**config.mk**
```make
export PLATFORM = sky130hd
export DESIGN_NAME = rx_rate_cmd_parser
export DESIGN_NICKNAME = d
export VERILOG_FILES = /design/src/rtl/rx_cmd_pkg.sv /design/src/rtl/rx_cmd_timeout.sv /design/src/rtl/rx_rate_cmd_parser.sv
export SDC_FILE = /design/constraint.sdc
export NUM_CORES = 1
export LEC_CHECK = 0
export CORE_MARGIN = 3
export CORE_UTILIZATION = 52
export CTS_CLUSTER_SIZE = 40
export DETAILED_ROUTE_END_ITERATION = 8
export HOLD_SLACK_MARGIN = 0.15
export PLACE_DENSITY_LB_ADDON = 0.2
export SLEW_MARGIN = 20
export SYNTH_ARGS = -nofsm -noshare
export SYNTH_HDL_FRONTEND = slang
export SYNTH_SLANG_ARGS = --single-unit
```
**constraint.sdc**
```tcl
create_clock -name clk -period 2.3 [get_ports clk]
set_input_delay 0.69 -clock clk [delete_from_list [all_inputs] [get_ports clk]]
set_output_delay 0.69 -clock clk [all_outputs]
set_load 0.01 [all_outputs]
```
**src/rtl/rx_cmd_pkg.sv**
```systemverilog
// Shared constants for the UART rate-command parser: ASCII bytes of the
// "rate:<c>" grammar, rate codes and the parser state encoding.
package rx_cmd_pkg;

    // Keyword bytes of "rate:"
    localparam logic [7:0] CH_R     = 8'h72;
    localparam logic [7:0] CH_A     = 8'h61;
    localparam logic [7:0] CH_T     = 8'h74;
    localparam logic [7:0] CH_E     = 8'h65;
    localparam logic [7:0] CH_COLON = 8'h3A;

    // Separators and terminators
    localparam logic [7:0] CH_CR    = 8'h0D;
    localparam logic [7:0] CH_LF    = 8'h0A;
    localparam logic [7:0] CH_SPACE = 8'h20;

    // Argument bytes
    localparam logic [7:0] ARG_1    = 8'h31;
    localparam logic [7:0] ARG_5    = 8'h35;
    localparam logic [7:0] ARG_A    = 8'h61;

    // Rate codes reported to the rate-control logic
    localparam logic [1:0] RATE_1   = 2'b00;
    localparam logic [1:0] RATE_5   = 2'b01;
    localparam logic [1:0] RATE_A   = 2'b10;

    // Index of the final keyword byte (':')
    localparam logic [2:0] KEY_LAST = 3'd4;

    typedef enum logic [1:0] {
        ST_IDLE,
        ST_KEY,
        ST_ARG,
        ST_TERM
    } state_t;

    // Expected keyword byte at a given match position
    function automatic logic [7:0] keyword_byte(input logic [2:0] idx);
        case (idx)
            3'd0:    return CH_R;
            3'd1:    return CH_A;
            3'd2:    return CH_T;
            3'd3:    return CH_E;
            default: return CH_COLON;
        endcase
    endfunction

endpackage

```
**src/rtl/rx_cmd_timeout.sv**
```systemverilog
// Inter-byte timeout for the command parser. Counts idle cycles while a
// command is open and flags expiry for exactly one cycle.
module rx_cmd_timeout #(
    parameter int TIMEOUT_CYCLES = 50_000_000,
    parameter int TW             = 26
) (
    input  logic clk,
    input  logic reset,
    input  logic clear,
    input  logic enable,
    output logic expire
);

    localparam logic [TW-1:0] LAST = TW'(TIMEOUT_CYCLES - 1);

    logic [TW-1:0] count;

    // Clear wins over expiry so a byte arriving on the last cycle is never an error
    assign expire = enable && !clear && (count == LAST);

    // Idle-cycle counter; wraps to zero on expiry
    always_ff @(posedge clk or posedge reset) begin
        // NOTE: sequential state uses non-blocking assignments so every register samples pre-edge values.
        if (reset) begin
            count <= '0;
        end else if (clear) begin
            count <= '0;
        end else if (enable) begin
            if (count == LAST) count <= '0;
            else               count <= count + TW'(1);
        end
    end

endmodule

```
**src/rtl/rx_rate_cmd_parser.sv**
```systemverilog
// Receive-side decoder for "rate:<c>" commands terminated by CR or LF.
// Drives the 2-bit rate code and one-cycle valid/error pulses.
module rx_rate_cmd_parser
    import rx_cmd_pkg::*;
#(
    parameter int TIMEOUT_CYCLES = 50_000_000,
    parameter int TW             = 26
) (
    input  logic       clk,
    input  logic       reset,
    input  logic [7:0] iRX_DATA,
    input  logic       iRX_VALID,
    output logic [1:0] oRATE,
    output logic       oRATE_VALID,
    output logic       oCMD_ERR,
    output logic       oBUSY
);

    state_t     state, state_n;
    logic [2:0] idx, idx_n;
    logic [1:0] pend, pend_n;
    logic [1:0] rate_n;
    logic       rate_valid_n, cmd_err_n;
    logic       expire;

    rx_cmd_timeout #(
        .TIMEOUT_CYCLES (TIMEOUT_CYCLES),
        .TW             (TW)
    ) u_timeout (
        .clk    (clk),
        .reset  (reset),
        .clear  (iRX_VALID || (state == ST_IDLE)),
        .enable (1'b1),
        .expire (expire)
    );

    // Next-state, keyword index, pending code and output decode
    always_comb begin
        // NOTE: every variable gets a default first so no path can infer a latch.
        state_n      = state;
        idx_n        = idx;
        pend_n       = pend;
        rate_n       = oRATE;
        rate_valid_n = 1'b0;
        cmd_err_n    = 1'b0;

        if (iRX_VALID) begin
            unique case (state)
                ST_IDLE: begin
                    if (iRX_DATA == CH_R) begin
                        state_n = ST_KEY;
                        idx_n   = 3'd1;
                    end else if (iRX_DATA != CH_SPACE && iRX_DATA != CH_CR &&
                                 iRX_DATA != CH_LF) begin
                        cmd_err_n = 1'b1;
                    end
                end
                ST_KEY: begin
                    if (iRX_DATA == keyword_byte(idx)) begin
                        if (idx == KEY_LAST) begin
                            state_n = ST_ARG;
                            idx_n   = 3'd0;
                        end else begin
                            idx_n   = idx + 3'd1;
                        end
                    end else begin
                        cmd_err_n = 1'b1;
                        if (iRX_DATA == CH_R) begin
                            state_n = ST_KEY;
                            idx_n   = 3'd1;
                        end else begin
                            state_n = ST_IDLE;
                            idx_n   = 3'd0;
                        end
                    end
                end
                ST_ARG: begin
                    state_n = ST_TERM;
                    if (iRX_DATA == ARG_1)      pend_n = RATE_1;
                    else if (iRX_DATA == ARG_5) pend_n = RATE_5;
                    else if (iRX_DATA == ARG_A) pend_n = RATE_A;
                    else begin
                        cmd_err_n = 1'b1;
                        state_n   = ST_IDLE;
                    end
                end
                ST_TERM: begin
                    state_n = ST_IDLE;
                    if (iRX_DATA == CH_CR || iRX_DATA == CH_LF) begin
                        rate_n       = pend;
                        rate_valid_n = 1'b1;
                    end else begin
                        cmd_err_n    = 1'b1;
                    end
                end
                default: state_n = ST_IDLE;
            endcase
        end else if (expire) begin
            state_n   = ST_IDLE;
            idx_n     = 3'd0;
            pend_n    = RATE_1;
            cmd_err_n = 1'b1;
        end
    end

    // State, index, pending code and registered outputs
    always_ff @(posedge clk or posedge reset) begin
        if (reset) begin
            state       <= ST_IDLE;
            idx         <= 3'd0;
            pend        <= RATE_1;
            oRATE       <= RATE_1;
            oRATE_VALID <= 1'b0;
            oCMD_ERR    <= 1'b0;
            oBUSY       <= 1'b0;
        end else begin
            state       <= state_n;
            idx         <= idx_n;
            pend        <= pend_n;
            oRATE       <= rate_n;
            oRATE_VALID <= rate_valid_n;
            oCMD_ERR    <= cmd_err_n;
            oBUSY       <= (state_n != ST_IDLE);
        end
    end

endmodule

```
---- After elaboration in Yosys (flattened, before gate mapping) ----
Index checks and enable logic that the tools add are counted.
word-level totals
  output and inout bits ................... 5
  bits in registers ....................... 38
  input port bits ......................... 11
  logic and storage cells ................. 86
cells by class
  equality and inequality tests ........... 22
  reduce and logical (&&, ||, !) cells .... 13
  add/sub/neg operators ................... 2
  multiplexer cells ....................... 41
operators with widths
  cell                     count
  $mux W26                 2
  $mux W2                  14
  $pmux W7 S4              1
  $add A26 B1 Y26 const B  1
  $eq A26 B26 Y1 const B   1
  $eq A8 B4 Y1 const B     2
  $eq A8 B6 Y1 const B     2
  $eq A8 B7 Y1 const B     2
  $mux W8                  2
  $ne A8 B4 Y1 const B     2
  $mux W3                  5
  $mux W1                  14
  $reduce_and A3 Y1        3
  $eq A8 B8 Y1             1
  $ne A8 B6 Y1 const B     1
  $pmux W2 S4              1
  $eq A3 B2 Y1 const B     2
  $pmux W3 S2              1
  $eq A2 B2 Y1 const B     2
  $ne A4 B1 Y1 const B     1
  $pmux W1 S4              1
  $reduce_bool A2 Y1       2
  $add A3 B1 Y3 const B    1
  $eq A3 B1 Y1 const B     1
  other kinds (10)         13

---- Longest topological paths before layout ----
Gate-level depths: netlist of run 1.
  depth in word-level cells ............... 9
  mapped depth ............................ 8
  mapped depth without buffers ............ 8

---- By module ----
A second synthesis of run 1 with hierarchy kept.
unflattened totals
  cell total of the unflattened synthesis .. 318
  area total of the unflattened synthesis .. 2696.3 um2
modules (own cells, without submodules)
  module              instances  cells an instance  sequential area each (um2)  area each (um2)
  rx_cmd_timeout      1          211                650.6                       1754.2
  rx_rate_cmd_parser  1          107                300.3                       942.2

---- Worst setup path before layout of run 1 ----
No wires, ideal clock.
  kind .................................... register to register
  start ................................... reg idx[0]
  end ..................................... reg oCMD_ERR
  arrival time ............................ 2.198 ns
  period minus slack after synthesis ...... 2.318 ns
  library setup time ...................... 0.120 ns
  buffers on the path ..................... 0
  stages on the path, launching flop included .. 9
  path slack .............................. -0.018 ns
  required time ........................... 2.180 ns
  cells stage by stage .................... dfrtp_1 > ha_1 > ha_1 > or4_4 > a21oi_2 > a32oi_2 > nor4b_4 > nand2b_1 > a31o_1
between the ends
  longest elaborated chain between the ends .. 8
  elaborated cells on any way between the ends .. 11
  classes of those cells .................. eq/ne (4); mux (6); reduce/logical (1)
ends and longest elaborated chain
  item                                        RTL line                   text
  start, declared                             rx_rate_cmd_parser.sv:20   logic [2:0] idx, idx_n;
  start signal, assigned                      rx_rate_cmd_parser.sv:118  idx <= idx_n;
  $eq A3 B2 Y1, or another cell as far along  rx_cmd_pkg.sv:39           case (idx)
  $pmux W7 S4 (*)                             rx_cmd_pkg.sv:39
  $mux W8 (*)                                 rx_rate_cmd_parser.sv:48   unique case (state)
  $mux W8 (*)                                 rx_rate_cmd_parser.sv:47   if (iRX_VALID) begin
  $eq A8 B8 Y1 (*)                            rx_rate_cmd_parser.sv:59   if (iRX_DATA == keyword_byte(idx)) begin
  $mux W1 (*)                                 rx_rate_cmd_parser.sv:59
  $pmux W1 S4 (*)                             rx_rate_cmd_parser.sv:48
  $mux W1 (*)                                 rx_rate_cmd_parser.sv:47
  via cmd_err_n                               rx_rate_cmd_parser.sv:23   logic rate_valid_n, cmd_err_n;
  end signal, assigned                        rx_rate_cmd_parser.sv:122  oCMD_ERR <= cmd_err_n;
  end, declared                               rx_rate_cmd_parser.sv:15   output logic oCMD_ERR,
Mark *: on every way through the listed nets, which the timed path passes. The rest lies on a longest branch. The select of a mux whose other input is x is not followed.
A chain may end at the register's enable or synchronous reset.

---- Worst setup path in the final report of run 1 ----
  start ................................... in iRX_DATA[5]
  end ..................................... reg pend[1]
between the ends
  longest elaborated chain between the ends .. 5
  elaborated cells on any way between the ends .. 9
  classes of those cells .................. eq/ne (4); mux (4); reduce/logical (1)
ends and longest elaborated chain
  item                  RTL line                   text
  start, declared       rx_rate_cmd_parser.sv:11   input logic [7:0] iRX_DATA,
  $eq A8 B6 Y1          rx_rate_cmd_parser.sv:80   else if (iRX_DATA == ARG_5) pend_n = RATE_5;
  $mux W2               rx_rate_cmd_parser.sv:80
  $mux W2               rx_rate_cmd_parser.sv:79   if (iRX_DATA == ARG_1) pend_n = RATE_1;
  $mux W2               rx_rate_cmd_parser.sv:48
  $mux W2               rx_rate_cmd_parser.sv:47
  end signal, assigned  rx_rate_cmd_parser.sv:119  pend <= pend_n;
  end, declared         rx_rate_cmd_parser.sv:21   logic [1:0] pend, pend_n;
Parallel ways exist; a longest one is shown, timed or not. The select of a mux whose other input is x is not followed.

==> results of run 1 <==
[critical path, stage by stage]
cell	delay (ns)
clkdlybuf4s50_1	0.49
or3b_4	0.42
nor3b_4	0.19
o21ai_1	0.12
or3_4	0.38
a31o_1	0.23
[Yosys cell counts, types with 2 or more instances]
library cell | count | share of area [%]
xor2_1 | 15 | 6.1
o21ai_1 | 4 | 0.93
dfrtp_1 | 38 | 44
inv_1 | 9 | 1.6
or3_1 | 3 | 0.87
a21oi_1 | 3 | 0.69
and3_1 | 2 | 0.58
nand4_1 | 8 | 2.3
nor3b_1 | 2 | 0.69
ha_1 | 6 | 3.5
nand2b_1 | 4 | 1.2
nand3_1 | 16 | 3.7
xnor2_1 | 10 | 4.1
mux2_2 | 3 | 1.6
clkbuf_1 | 5 | 0.87
and4_1 | 2 | 0.81
nor3_1 | 7 | 1.6
nor2b_1 | 5 | 1.4
nor2_1 | 40 | 6.9
o21ai_0 | 4 | 0.93
nand2_1 | 21 | 3.6
a31o_1 | 2 | 0.81
nor4_1 | 5 | 1.4
a2111oi_0 | 2 | 0.81
[stage by stage]
| step | setup TNS [ns] | cell area [um2] |
|---|---|---|
| after global placement | -3.70 | 2530 |
| after floorplan | 0 | 2160 |
| after detailed placement | -3.76 | 2530 |
| after CTS | -0.206 | 2660 |
| after global routing | -0.767 | 2750 |
| final | -0.0760 | 2750 |
[cell type report]
class / instances / area (um2) / share of cell area, %
clock buffer: 7 / 76.3 / 2.78
inverter: 9 / 33.8 / 1.23
multi-input combinational: 182 / 1270 / 46.4
sequential: 38 / 952 / 34.7
tap: 48 / 60.1 / 2.19
timing repair buffer: 39 / 349 / 12.7
[sequential cells by signal (all words and copies together), names as in the netlist]
signal           flops
state                2
oCMD_ERR             1
oBUSY                1
oRATE_VALID          1
idx                  3
oRATE                2
u_timeout.count     26
pend                 2
[power breakdown]
| part | internal, W | switching (W) | leakage (nW) |
|---|---|---|---|
| clock | 0.000208 | 0.000212 | 0.0383 |
| sequential | 0.000673 | 0.00000548 | 0.527 |
| combinational | 0.0000797 | 0.0000727 | 0.524 |
[layer usage]
metal  vias up  track usage (%)  routed length, um
li1        897                -                  -
met3         7             3.74                158
met4         0             6.38                 59
met1       848             29.4               2480
met5         -                0                  0
met2        28             27.8               1930
[worst max-delay path by stage]
stage / startpoint / to
floorplan: idx[0]$_DFFE_PP0P_ / oCMD_ERR$_DFF_PP0_
global placement: iRX_DATA[7] / oRATE[1]$_DFFE_PP0P_
detailed placement: iRX_DATA[5] / pend[1]$_DFFE_PP0P_
CTS: idx[0]$_DFFE_PP0P_ / oCMD_ERR$_DFF_PP0_
global route: iRX_DATA[5] / pend[1]$_DFFE_PP0P_
finish: iRX_DATA[5] / pend[1]$_DFFE_PP0P_
[cell families (layout without fill, tap and decap cells)]
kind of cell | Yosys count | in the layout | synth area share [%]
mux | 3 | 3 | 1.56
fa+ha+maj | 6 | 6 | 3.47
buf+inv | 15 | 55 | 2.66
flops | 38 | 38 | 44.0
compound gates | 25 | 25 | 8.34
xor+xnor | 25 | 25 | 10.1
simple gates | 123 | 123 | 29.8
[repair_timing]
item                       4_1_cts  5_1_grt
gates cloned                     0        0
setup endpoints to repair       11       11
setup buffers                    2        0
resized for setup               12       21
pin swaps                       10        7
hold buffers                     0        0
==> impl_metrics.yaml, run 1 <==
routing:
  detail-route-antenna-nets: 0
  first_pass_iters: 4
  drt_iter0_markers: 121
  wl_um: 4630
  vias: 1780
  post_drt_via_cell_ratio: 5.51
  remaining_drc_errors: 0
  wl_per_cell_um: 14.3
clock_tree:
  path_clk_slew_ns: 0.07
  cts_made_buffers: 5
  root_buffer: "clkbuf_8"
  cts_tree: "done"
  cts_buffer_depth: 2
  cts_sinks: 38
  cts.htree.levels: 2
  clock_latency_ns: 0.29
place:
  dp_hpwl_um: 3180
  portBuffers: 15
  pre_cts_ws_ns: -0.419
  globalplace.congestion: 0.793
  numPlacedInstances: 314
setup_path:
  rr_endpoint: "oCMD_ERR$_DFF_PP0_"
  r2r_cells: 8
  endpoint_kind: "register"
  cp_max_fo: 7
  crit_arrival_ns: 2.53
  crit_required_ns: 2.48
  reg2reg_from: "idx[1]$_DFFE_PP0P_"
  start_kind: "primary input"
  crit_type: "primary input to register"
  r2r_slack_ns: 0
final_layout:
  postLayoutCoreUtil_pct: 71.8
  num_antenna_cells: 0
  fin_nets: 292
  stdcell_count: 323
  area_growth_pct: 27.1
  final_cell_mix: "nor2_1, dfrtp_1, buf_4, nand2_1"
  drive_gt1_share_pct: 20.7
  final_common_cell: "nor2_1"
  final.fill_count: 268
worst_hold_path:
  holdCritPathClass: "register to register"
  hold_depth: 1
  hold_start: "u_timeout.count[0]$_DFF_PP0_"
  worstHoldEndpoint: "u_timeout.count[0]$_DFF_PP0_"
run_status:
  status: "finished with violations"
  violations: "setup timing"
synth:
  synthFlopType: "dfrtp_1"
  syn-instance-count: 235
  yosys.cell_types.count: 43
  synth_edf_count: 0
  ys_warn_count: 0
  synthArstFlopShare_pct: 100
  syn_area_per_cell_um2: 9.19
  synth-seq-cells: 38
  seq_area_frac_synth_pct: 44.0
  syn-cell-area_mm2: 0.00216
  postSynthNetCount: 252
sta:
  worstMarginPinSlew_ns: 0.470
  worst_slack_ns: -0.0504
  finalCritPeriodShare_pct: 102
  max_freq_mhz: 425
  skew_ns: 0.00644
  hold_viol_final: 0
  rsz0062_at_grt: "true"
  slew_viol_final: 0
  slew_headroom_pct: 68.7
  fin_crit_ns: 2.35
  fin_hold_ws_ns: 0.486
  setup_viol: 3
power_and_ir_drop:
  leakagePower_nw: 1.09
  finalPower_w: 0.00125
  power_density_mw_per_mm2: 456
  ir_drop_uv: 483
global_route:
  grt_max_degree: 39
  grt_pass1_wl_um: 7800
  grt_pass1_vias: 1687
  grt_overflow: 0
  antenna_found_initial: 0
  grt_use_total_pct: 19.5
die:
  rows: 22
  die_h_um: 70.5
  dieArea_mm2: 0.00496
  io_pins: 16
  start_util_pct: 56.5
  core_mm2: 0.00383
  die_x_um: 70.5
flow_run:
  cap_violations: 0
(Power assumes the default switching activity.)
==> inputs of run 2 (changes only) <==
Settings changed: CTS_CLUSTER_DIAMETER from default to 120, RECOVER_POWER from default to 25.
==> run 2 against run 1 <==
Compared with the run above: the flow still finishes with violations (setup timing); core utilization fell by 0.065 points; sequential power about the same; fmax about the same; via count rose by 0.62%; hold slack barely moved; critical path depth unchanged; clock power is essentially flat; cell count unchanged; cell area about the same; first-iteration DRC count down 24%; register-to-register slack barely moved; global-route usage unchanged; critical path type unchanged; highest routed layer unchanged.
==> impl_metrics.yaml, run 2 (same netlist as run 1, synthesis figures left out) <==
run_status:
  status: "finished with violations"
  violations: "setup timing"
sta:
  skew_ns: 0.00583
  tns_ns: -0.0779
  fin_crit_ns: 2.35
  rsz0062_at_grt: "true"
  finalCritPeriodShare_pct: 102
  worst_slack_ns: -0.0516
  hold_viol_final: 0
  slew_viol_final: 0
  fin_hold_ws_ns: 0.486
  max_freq_mhz: 425
  worstMarginPinSlew_ns: 0.923
  setup_viol: 3
  slew_headroom_pct: 38.5
final_layout:
  area_growth_pct: 27.0
  stdcell_count: 323
  largest_register_ffs: 26
  num_antenna_cells: 0
  fin_nets: 292
  final.fill_count: 268
  regMostFlops: "u_timeout.count"
  drive_gt1_share_pct: 20.7
  final_cell_mix: "nor2_1, dfrtp_1, nand2_1, buf_4"
  final_common_cell: "nor2_1"
  top_regs: "u_timeout.count (26), idx (3)"
die:
  core_mm2: 0.00383
  dieArea_mm2: 0.00496
  start_util_pct: 56.5
  die_h_um: 70.5
  die_x_um: 70.5
  io_pins: 16
  rows: 22
global_route:
  grt_overflow: 0
  grt_max_degree: 39
  grt_pass1_wl_um: 7800
  grt_pass1_vias: 1687
  grt_use_total_pct: 19.5
  antenna_found_initial: 0
clock_tree:
  cts_made_buffers: 5
  cts.htree.levels: 2
  cts_tree: "done"
  path_clk_slew_ns: 0.07
  cts_buffer_depth: 2
  root_buffer: "clkbuf_8"
  clock_latency_ns: 0.29
  cts_sinks: 38
routing:
  vias: 1791
  detail-route-antenna-nets: 0
  wl_per_cell_um: 14.3
  remaining_drc_errors: 0
  wl_um: 4630
  post_drt_via_cell_ratio: 5.54
  drt_iter0_markers: 92
  first_pass_iters: 4
flow_run:
  cap_violations: 0
power_and_ir_drop:
  ir_drop_uv: 484
  p_seq_share_pct: 54.3
  switching_share_pct: 23.2
  power.internal_w: 0.000960
  p_comb_share_pct: 12.1
  clkPwrFrac_pct: 33.6
  leakagePower_nw: 1.09
  finalPower_w: 0.00125
  p_switching_w: 0.000290
  power_density_mw_per_mm2: 455
place:
  numPlacedInstances: 314
  dp_hpwl_um: 3180
  pre_cts_ws_ns: -0.419
  globalplace.congestion: 0.793
  portBuffers: 15
setup_path:
  crit_arrival_ns: 2.53
  crit_type: "primary input to register"
  crit_required_ns: 2.48
  start_kind: "primary input"
  endpoint_kind: "register"
  cp_max_fo: 7
worst_hold_path:
  holdCritPathClass: "register to register"
run 2: cell count changes in the layout (fill, tap and decap cells not counted):
| cell | delta |
|---|---|
| clkdlybuf4s50_1 | -1 |
| buf_4 | -1 |
| clkbuf_2 | +1 |
| dlygate4sd3_1 | +1 |
run 2: cell type report:
type                       instances  area, um2  share of cell area, %
inverter                           9       33.8                   1.23
timing repair buffer              39        347                   12.6
clock buffer                       7       76.3                   2.78
tap                               48       60.1                   2.19
multi-input combinational        182       1270                   46.5
sequential                        38        952                   34.7
run 2: metrics by stage:
stage	cell area [um2]	util, %
2_1_floorplan	2160	-
3_3_place_gp	2530	66.1
3_5_place_dp	2530	66.1
4_1_cts	2660	69.5
5_1_grt	2740	71.7
6_report	2740	71.7
run 2: final timing paths:
path / start / to / slack (ns) / depth (start not counted)
max in group asynchronous: reset / idx[0]$_DFFE_PP0P_ / 0.56 / 3
min reg2reg: u_timeout.count[0]$_DFF_PP0_ / u_timeout.count[0]$_DFF_PP0_ / 0.49 / 1
max: iRX_DATA[5] / pend[1]$_DFFE_PP0P_ / -0.05 / 6
min in group asynchronous: reset / u_timeout.count[0]$_DFF_PP0_ / 1.12 / 3
max reg2reg: idx[1]$_DFFE_PP0P_ / oCMD_ERR$_DFF_PP0_ / 0 / 8
min: u_timeout.count[0]$_DFF_PP0_ / u_timeout.count[0]$_DFF_PP0_ / 0.49 / 1
run 2: worst max-delay path, stage by stage:
cell and delay (ns):
clkdlybuf4s50_1 0.50, or3b_4 0.42, nor3b_4 0.19, o21ai_1 0.12, or3_4 0.38, a31o_1 0.23
run 2: layer usage:
layer	wire (um)	global-route usage, %	vias to the layer above
met4	59	6.38	0
met2	1970	27.8	33
met5	0	0	-
li1	-	-	897
met3	157	3.74	7
met1	2440	29.4	854
run 2: power groups by stage:
stage	registers [W]	clock network (W)	logic, W
floorplan	0.000689	0	0.0000558
global placement	0.000689	0	0.000119
detailed placement	0.000689	0	0.000120
CTS	0.000676	0.000428	0.000134
global route	0.000678	0.000465	0.000166
finish	0.000678	0.000420	0.000151
run 2: what timing repair did:
item,in CTS,in global routing
gates resized for setup,12,21
pin swaps,10,7
gates cloned,0,0
setup endpoints to repair,11,11
hold buffers,0,0
setup buffers,2,0
